$ cat src/rtl/conv32bto2b_stream_sched.sv
// ============================================================================
// conv32bto2b_stream_sched : packet gate, truncator and CtrlPort registers
// Rev 1.0
// ============================================================================
`default_nettype none

module conv32bto2b_stream_sched #(
  parameter int          CHDR_W    = 64,
  parameter logic [19:0] BASE_ADDR = 20'h0,
  parameter int          MAX_W     = 16
) (
  input  logic              axis_data_clk,
  input  logic              axis_data_rst_n,
  input  logic              s_ctrlport_req_wr,
  input  logic              s_ctrlport_req_rd,
  input  logic [19:0]       s_ctrlport_req_addr,
  input  logic [31:0]       s_ctrlport_req_data,
  output logic              s_ctrlport_resp_ack,
  output logic [31:0]       s_ctrlport_resp_data,
  input  logic [CHDR_W-1:0] s_ctx_tdata,
  input  logic [3:0]        s_ctx_tuser,
  input  logic              s_ctx_tlast,
  input  logic              s_ctx_tvalid,
  output logic              s_ctx_tready,
  output logic [CHDR_W-1:0] m_ctx_tdata,
  output logic [3:0]        m_ctx_tuser,
  output logic              m_ctx_tlast,
  output logic              m_ctx_tvalid,
  input  logic              m_ctx_tready,
  input  logic [31:0]       s_pyld_tdata,
  input  logic              s_pyld_tlast,
  input  logic              s_pyld_tvalid,
  output logic              s_pyld_tready,
  output logic [31:0]       m_pyld_tdata,
  output logic              m_pyld_tlast,
  output logic              m_pyld_tvalid,
  input  logic              m_pyld_tready
);

  typedef enum logic [2:0] {
    ST_IDLE  = 3'd0,
    ST_CTX   = 3'd1,
    ST_PYLD  = 3'd2,
    ST_TRUNC = 3'd3,
    ST_DROP  = 3'd4
  } state_t;

  state_t           state;
  logic             enable;
  logic             drop_mode;
  logic [MAX_W-1:0] max_words;
  logic [MAX_W-1:0] max_lat;
  logic [MAX_W-1:0] word_cnt;
  logic [31:0]      pkt_cnt;
  logic [31:0]      drop_cnt;
  logic             trunc_err;
  logic             drop_ctx_done;
  logic             drop_pyld_done;

  logic ctx_pass, pyld_pass, force_last;
  logic ctx_hs, pyld_hs, pkt_done, trunc_set, ctx_fin, pyld_fin, drop_done;

  assign ctx_pass   = (state == ST_CTX);
  assign pyld_pass  = (state == ST_PYLD);
  // Length limit is the value latched when the packet was admitted.
  assign force_last = pyld_pass && (max_lat != '0) && (word_cnt == max_lat - MAX_W'(1));

  assign s_ctx_tready  = (ctx_pass & m_ctx_tready) | ((state == ST_DROP) & ~drop_ctx_done);
  assign s_pyld_tready = (pyld_pass & m_pyld_tready) | (state == ST_TRUNC) |
                         ((state == ST_DROP) & ~drop_pyld_done);

  assign m_ctx_tvalid  = ctx_pass & s_ctx_tvalid;
  assign m_ctx_tdata   = ctx_pass ? s_ctx_tdata : '0;
  assign m_ctx_tuser   = ctx_pass ? s_ctx_tuser : '0;
  assign m_ctx_tlast   = ctx_pass & s_ctx_tlast;
  assign m_pyld_tvalid = pyld_pass & s_pyld_tvalid;
  assign m_pyld_tdata  = pyld_pass ? s_pyld_tdata : '0;
  assign m_pyld_tlast  = pyld_pass & (s_pyld_tlast | force_last);

  assign ctx_hs    = s_ctx_tvalid & s_ctx_tready;
  assign pyld_hs   = s_pyld_tvalid & s_pyld_tready;
  assign pkt_done  = pyld_pass & pyld_hs & (s_pyld_tlast | force_last);
  assign trunc_set = pyld_pass & pyld_hs & force_last & ~s_pyld_tlast;
  assign ctx_fin   = drop_ctx_done | (ctx_hs & s_ctx_tlast);
  assign pyld_fin  = drop_pyld_done | (pyld_hs & s_pyld_tlast);
  assign drop_done = (state == ST_DROP) & ctx_fin & pyld_fin;

  // Register decode
  logic [19:0] off;
  logic        wr_ctrl, wr_max, wr_status, cnt_clr;
  logic [31:0] rd_mux;
  logic        unused_data;

  assign off         = s_ctrlport_req_addr - BASE_ADDR;
  assign wr_ctrl     = s_ctrlport_req_wr && (off == 20'h00);
  assign wr_max      = s_ctrlport_req_wr && (off == 20'h04);
  assign wr_status   = s_ctrlport_req_wr && (off == 20'h10);
  assign cnt_clr     = wr_ctrl && s_ctrlport_req_data[2];
  assign unused_data = &{1'b0, s_ctrlport_req_data};

  always_comb begin
    rd_mux = '0;
    case (off)
      20'h00:  rd_mux = {30'd0, drop_mode, enable};
      20'h04:  rd_mux = 32'(max_words);
      20'h08:  rd_mux = pkt_cnt;
      20'h0C:  rd_mux = drop_cnt;
      20'h10:  rd_mux = {28'd0, state, trunc_err};
      default: rd_mux = '0;
    endcase
  end

  always_ff @(posedge axis_data_clk or negedge axis_data_rst_n) begin
    if (!axis_data_rst_n) begin
      s_ctrlport_resp_ack  <= 1'b0;
      s_ctrlport_resp_data <= '0;
      enable               <= 1'b0;
      drop_mode            <= 1'b0;
      max_words            <= '0;
      pkt_cnt              <= '0;
      drop_cnt             <= '0;
      trunc_err            <= 1'b0;
    end else begin
      s_ctrlport_resp_ack  <= s_ctrlport_req_wr | s_ctrlport_req_rd;
      s_ctrlport_resp_data <= (s_ctrlport_req_rd && !s_ctrlport_req_wr) ? rd_mux : '0;
      if (wr_ctrl) begin
        enable    <= s_ctrlport_req_data[0];
        drop_mode <= s_ctrlport_req_data[1];
      end
      if (wr_max) max_words <= s_ctrlport_req_data[MAX_W-1:0];
      if (cnt_clr)       pkt_cnt <= '0;
      else if (pkt_done) pkt_cnt <= pkt_cnt + 32'd1;
      if (cnt_clr)        drop_cnt <= '0;
      else if (drop_done) drop_cnt <= drop_cnt + 32'd1;
      if (trunc_set)                             trunc_err <= 1'b1;
      else if (wr_status && s_ctrlport_req_data[0]) trunc_err <= 1'b0;
    end
  end

  always_ff @(posedge axis_data_clk or negedge axis_data_rst_n) begin
    if (!axis_data_rst_n) begin
      state          <= ST_IDLE;
      max_lat        <= '0;
      word_cnt       <= '0;
      drop_ctx_done  <= 1'b0;
      drop_pyld_done <= 1'b0;
    end else begin
      case (state)
        ST_IDLE: begin
          drop_ctx_done  <= 1'b0;
          drop_pyld_done <= 1'b0;
          if (s_ctx_tvalid && enable) begin
            state   <= ST_CTX;
            max_lat <= max_words;
          end else if (s_ctx_tvalid && drop_mode) begin
            state <= ST_DROP;
          end
        end
        ST_CTX: begin
          if (ctx_hs && s_ctx_tlast) begin
            state    <= ST_PYLD;
            word_cnt <= '0;
          end
        end
        ST_PYLD: begin
          if (pyld_hs) begin
            word_cnt <= word_cnt + MAX_W'(1);
            if (s_pyld_tlast)    state <= ST_IDLE;
            else if (force_last) state <= ST_TRUNC;
          end
        end
        ST_TRUNC: begin
          if (pyld_hs && s_pyld_tlast) state <= ST_IDLE;
        end
        ST_DROP: begin
          // Each stream stops being accepted once its own tlast has gone by.
          if (ctx_hs && s_ctx_tlast)   drop_ctx_done  <= 1'b1;
          if (pyld_hs && s_pyld_tlast) drop_pyld_done <= 1'b1;
          if (drop_done)               state          <= ST_IDLE;
        end
        default: state <= ST_IDLE;
      endcase
    end
  end

endmodule

`default_nettype wire
$ cat config.mk
export PLATFORM = sky130hd
export DESIGN_NAME = conv32bto2b_stream_sched
export DESIGN_NICKNAME = d
export VERILOG_FILES = /design/src/rtl/conv32bto2b_stream_sched.sv
export SDC_FILE = /design/constraint.sdc
export NUM_CORES = 1
export LEC_CHECK = 0
export BUFFER_PORTS_ARGS = -buffer_cell sky130_fd_sc_hd__buf_4
export CAP_MARGIN = 20
export CORE_ASPECT_RATIO = 0.9
export CORE_UTILIZATION = 55
export DETAILED_ROUTE_END_ITERATION = 8
export GPL_ROUTABILITY_DRIVEN = 0
export HOLD_SLACK_MARGIN = 0.05
export MAX_ROUTING_LAYER = met4
export PLACE_DENSITY_LB_ADDON = 0.12
export SLEW_MARGIN = 20
export SYNTH_ARGS = -nofsm -noshare
export SYNTH_HDL_FRONTEND = slang
export SYNTH_SLANG_ARGS = --single-unit
$ cat constraint.sdc
create_clock -name axis_data_clk -period 5.3 [get_ports axis_data_clk]
set_clock_uncertainty 0.1 [all_clocks]
set_input_delay 1.06 -clock axis_data_clk [delete_from_list [all_inputs] [get_ports axis_data_clk]]
set_output_delay 1.06 -clock axis_data_clk [all_outputs]
set_load 0.1 [all_outputs]
# Word-level counts from Yosys, hierarchy flattened
# Index checks and enable logic that the tools add are counted.
# totals
in_bits	162
ff_bits	153
elab_cells	115
out_inout_bits	139
# op_classes
reduce_logical	26
addsub	4
n_mux	27
eq_ne	17
bitwise_logic	28
# op_table
cell	count
2-to-1 mux 32 bit	6
one-hot mux 32 bit (5 select lines)	1
adder 32 x 1 -> 32 bit (second input constant)	2
2-to-1 mux 64 bit	1
== test 20 x 4 -> 1 bit (second input constant)	2
2-to-1 mux 16 bit	2
one-hot mux 16 bit (2 select lines)	1
2-to-1 mux 3 bit	8
== test 20 x 3 -> 1 bit (second input constant)	1
== test 20 x 5 -> 1 bit (second input constant)	1
logical NOT 20 bit	1
bitwise AND 1 bit	18
adder 16 x 1 -> 16 bit (second input constant)	1
== test 16 bit	1
nonzero test 16 bit	1
subtractor 16 x 1 -> 16 bit (second input constant)	1
one-hot mux 3 bit (5 select lines)	1
logical AND 1 bit	12
inequality test 2 x 1 -> 1 bit (second input constant)	5
nonzero test 2 bit	5
OR 1 bit	7
== test 3 x 2 -> 1 bit (second input constant)	2
AND reduction 2 bit	3
AND reduction 6 bit	1
12 further kinds	18

# Depth between registers and ports, before layout
# logic_depth
ltp_word	10
depth_mapped	12

# Least setup slack after synthesis
# No wires, ideal clock.
# synth_timing
path_type	reg2out
startpoint	register max_lat[0]
endpoint	output m_pyld_tlast
stages_incl_launch_ff	12
slack_ns	0.060
arrival_time_ns	4.080
cell_sequence	dfrtp_1 > inv_1 > ha_1 > or3b_4 > nor4_2 > a21oi_1 > or4_4 > o41a_1 > buf_6 > buf_2 > buf_2 > nor2_1
# synth_via
elab_chain_cells	5
elab_cells_between_ends	7
# synth_rtl
element	line_no	text
start: declaration	52	logic [MAX_W-1:0] max_lat;
start signal: assignment	154	max_lat <= max_words;
subtractor 16 x 1 -> 16 bit / nonzero test 16 bit (equally long branches)	66	assign force_last = pyld_pass && (max_lat != '0) && (word_cnt == max_lat - MAX_W'(1));
== test 16 bit / logical AND 1 bit (equally long branches)	66	
logical AND 1 bit *	66	
OR 1 bit *	78	assign m_pyld_tlast = pyld_pass & (s_pyld_tlast | force_last);
bitwise AND 1 bit *	78	
end: declaration	35	output logic m_pyld_tlast,
# Mark *: on every way between the ends. The rest lies on a longest branch, timed or not.

# Worst setup path in the final report
# Same ends and word-level chain as after synthesis.

==> implementation parameters <==
Parameter                              Value

Global routing
  Global-route wire length before repair ... 46150 µm
  Antenna violations before repair ... 13
  Maximum number of pins on one net before global-route repair ... 76
  Residual overflow from global routing ... 0
  Overall fraction of global-route tracks in use ... 40.21%
  Vias in the first global route ... 7921

Logic synthesis
  Syn Std Cell Area ... 8601 µm²
  Post-synthesis net count ... 1075
  Synthesis-stage register bit count ... 153
  Synthesized area divided by synthesized cell count ... 9.472 µm²
  Leading register cell type out of synthesis ... dfrtp_1
  Number of enable-type register cells in the synthesized netlist ... 0
  Count of mapped cells out of synthesis ... 908
  Distinct cells, synth ... 61
  Count of yosys warnings during synthesis ... 0
  Sequential-to-total area share from yosys stat ... 44.52%
  Share of async-settable or async-resettable flops after synthesis ... 100.0%

Route
  Total wire length ... 31090 µm
  Post-detailed-route via-to-cell ratio ... 6.123
  Average routed wire per standard cell ... 22.37 µm
  Detailed Route Iter0 Violations ... 1038
  First drt pass iteration count ... 5
  Post-route DRC violation count ... 0
  Total via count in the routed design ... 8511
  Antenna violation net count after detailed routing ... 0

Critical path
  Crit path kind ... reg2out
  List of cells traversed by the critical path ... inv_1 > ha_1 > nor3b_1 > nand4b_1 > xnor2_1 > or4_4 > o41a_2 > nor2_1 > buf_4
  Slowest cell delay on critical path ... 0.54 ns
  Critical path required time ... 4.14 ns
  Startpoint types ... flip-flop
  Largest fanout on the critical path ... 6
  Worst endpoint data arrival time ... 3.76 ns
  Standard cell with the maximum stage delay on the critical path ... nor3b_1
  Critical Path End Type ... output port

Place
  IO Port Bufs ... 284
  DP HPWL ... 23120 µm
  Dpl ws ... 1.070 ns
  Count of placed standard cells including taps ... 1345

STA
  Final worst slack ... 0.3828 ns
  Ratio of final minimum period to clock period ... 92.78%
  Final hold violation count ... 0
  Count of final max-slew check failures ... 0
  Setup tns final ... 0 ns
  Shortest clock period the worst path allows after layout ... 4.917 ns
  Relative slew slack ... 34.10%
  Maximum clock frequency ... 203.4 MHz
  RSZ-0062 raised after global routing ... false
  Final setup violation count ... 0
  Slew at the pin with the worst max-slew slack ... 0.9855 ns

CTS
  Clk sinks ... 153
  Clock root buffer master ... clkbuf_16
  Cts-stage hold buffer count ... 0
  Buffers inserted by post-CTS timing repair ... 0
  Number of H-tree levels ... 4
  Number of clock buffers inserted by TritonCTS ... 17
  Clock transition at the register clock pins on the worst setup and hold paths after CTS ... 0.06 ns
  Post-CTS Resized ... 0
  Clock Latency Late Sink ... 0.43 ns
  Max clock buf depth ... 2
  TritonCTS clock tree ... built

Layout
  Leading cell type in the layout, fill and taps excluded ... buf_4
  Commonest cells after routing, fill and taps aside ... 296 x buf_4, 153 x dfrtp_1, 105 x and2_1
  Layout Cells excl Fill ... 1390
  Count of nets after finishing ... 1333
  Area Growth Syn to Fin ... 34.11%
  Final Core Density ... 77.02%
  Fill cell total of the finished layout ... 1089
  Fraction of layout cells with a size suffix above 1 ... 33.36%

Power
  Standby leakage power ... 5.521 nW
  Areal power density over the cells ... 457.7 nW/µm²
  Peak VDD IR ... 0.5002 mV
  Final total power ... 5.279 mW

Min path
  Hold crit path type ... reg2reg

Die
  Placeable Area ... 14980 µm²
  IO Pins ... 301
  Height of the die ... 120.6 µm
  Number of placement rows ... 42
  Die Wd ... 133.8 µm
  Initial standard-cell utilization of the core ... 57.43%
  Die footprint ... 16140 µm²

Outcome
  Run status ... finished, final reports clean

Job
  Max-Cap Viols ... 0
cells in the mapped netlist (16+ instances only):
cell type / count / area [µm²]
a21oi_1: 42 / 210.2
a22oi_1: 28 / 210.2
and2_1: 106 / 663.1
and3_1: 20 / 125.1
clkbuf_1: 51 / 191.4
dfrtp_1: 153 / 3829
mux2_2: 47 / 529.3
nand2_1: 55 / 206.5
nand3_1: 31 / 155.2
nor2_1: 95 / 356.6
o21ai_0: 16 / 80.08
o31ai_1: 30 / 225.2
or4_1: 30 / 225.2
xnor2_1: 17 / 148.9
xor2_1: 40 / 350.3
power by group:
| group | internal [mW] | switching (mW) | total, mW |
|---|---|---|---|
| combinational | 0.548 | 2.07 | 2.62 |
| clock | 0.857 | 0.488 | 1.35 |
| sequential | 1.22 | 0.0973 | 1.32 |
area by class of cell:
| class | instances | area, µm² | share of cell area [%] |
|---|---|---|---|
| inverters | 13 | 48.80 | 0.4230 |
| clock inverters | 12 | 196.4 | 1.703 |
| diodes | 14 | 35.03 | 0.3037 |
| clock buffers | 19 | 452.9 | 3.927 |
| multi-input cells | 684 | 4492 | 38.94 |
| flip-flops and latches | 153 | 3829 | 33.19 |
| repair buffers | 297 | 2233 | 19.36 |
| well taps | 198 | 247.7 | 2.148 |
registers in the layout (all words and copies together), names as in the netlist:
register,flops
max_words,16
pkt_cnt,32
word_cnt,16
drop_ctx_done,1
enable,1
drop_mode,1
drop_cnt,32
drop_pyld_done,1
state,3
s_ctrlport_resp_data,32
s_ctrlport_resp_ack,1
trunc_err,1
max_lat,16
worst max-delay path: cells and delay by family (launching register included):
kind	cells	cell delay [ns]
buf+inv	2	0.50
xor+xnor	1	0.20
simple gates	4	1.45
fa+ha+maj	1	0.22
flops	1	0.45
compound gates	1	0.50
cell families (layout without fill, tap and decap cells):
family,Yosys count,after routing,synth area share (%)
simple gates,424,424,27.17
flops,153,153,44.52
compound gates,148,148,11.58
buf+inv,71,341,3.404
xor+xnor,57,57,5.804
mux,50,50,6.794
fa+ha+maj,5,5,0.7274
other cells,0,14,0
worst paths after layout:
path	startpoint	endpoint	slack, ns	cells past startpoint
worst max-delay path	max_lat[0]	m_pyld_tlast	0.38	9
worst min-delay path	trunc_err	trunc_err	0.39	2
worst max register to register	max_lat[0]	pkt_cnt[14]	1.21	10
worst min register to register	trunc_err	trunc_err	0.39	2
max in group asynchronous	axis_data_rst_n	state[1]	3.51	2
min in group asynchronous	axis_data_rst_n	drop_cnt[11]	0.55	1
per-stage QoR:
stage / hold WS, ns / area [µm²]
floorplan: 0.3378 / 8601
global placement: 0.3616 / 10850
detailed placement: 0.3705 / 10850
CTS: 0.3831 / 11500
global route: 0.4086 / 11530
finish: 0.3853 / 11530
per-layer routing:
| layer | track usage (%) | wire length, µm |
|---|---|---|
| met2 | 54.73 | 13620 |
| met1 | 53.88 | 12860 |
| met3 | 9.895 | 2893 |
| met5 | - | 0 |
| met4 | 24.57 | 1717 |
(Power assumes the default switching activity.)
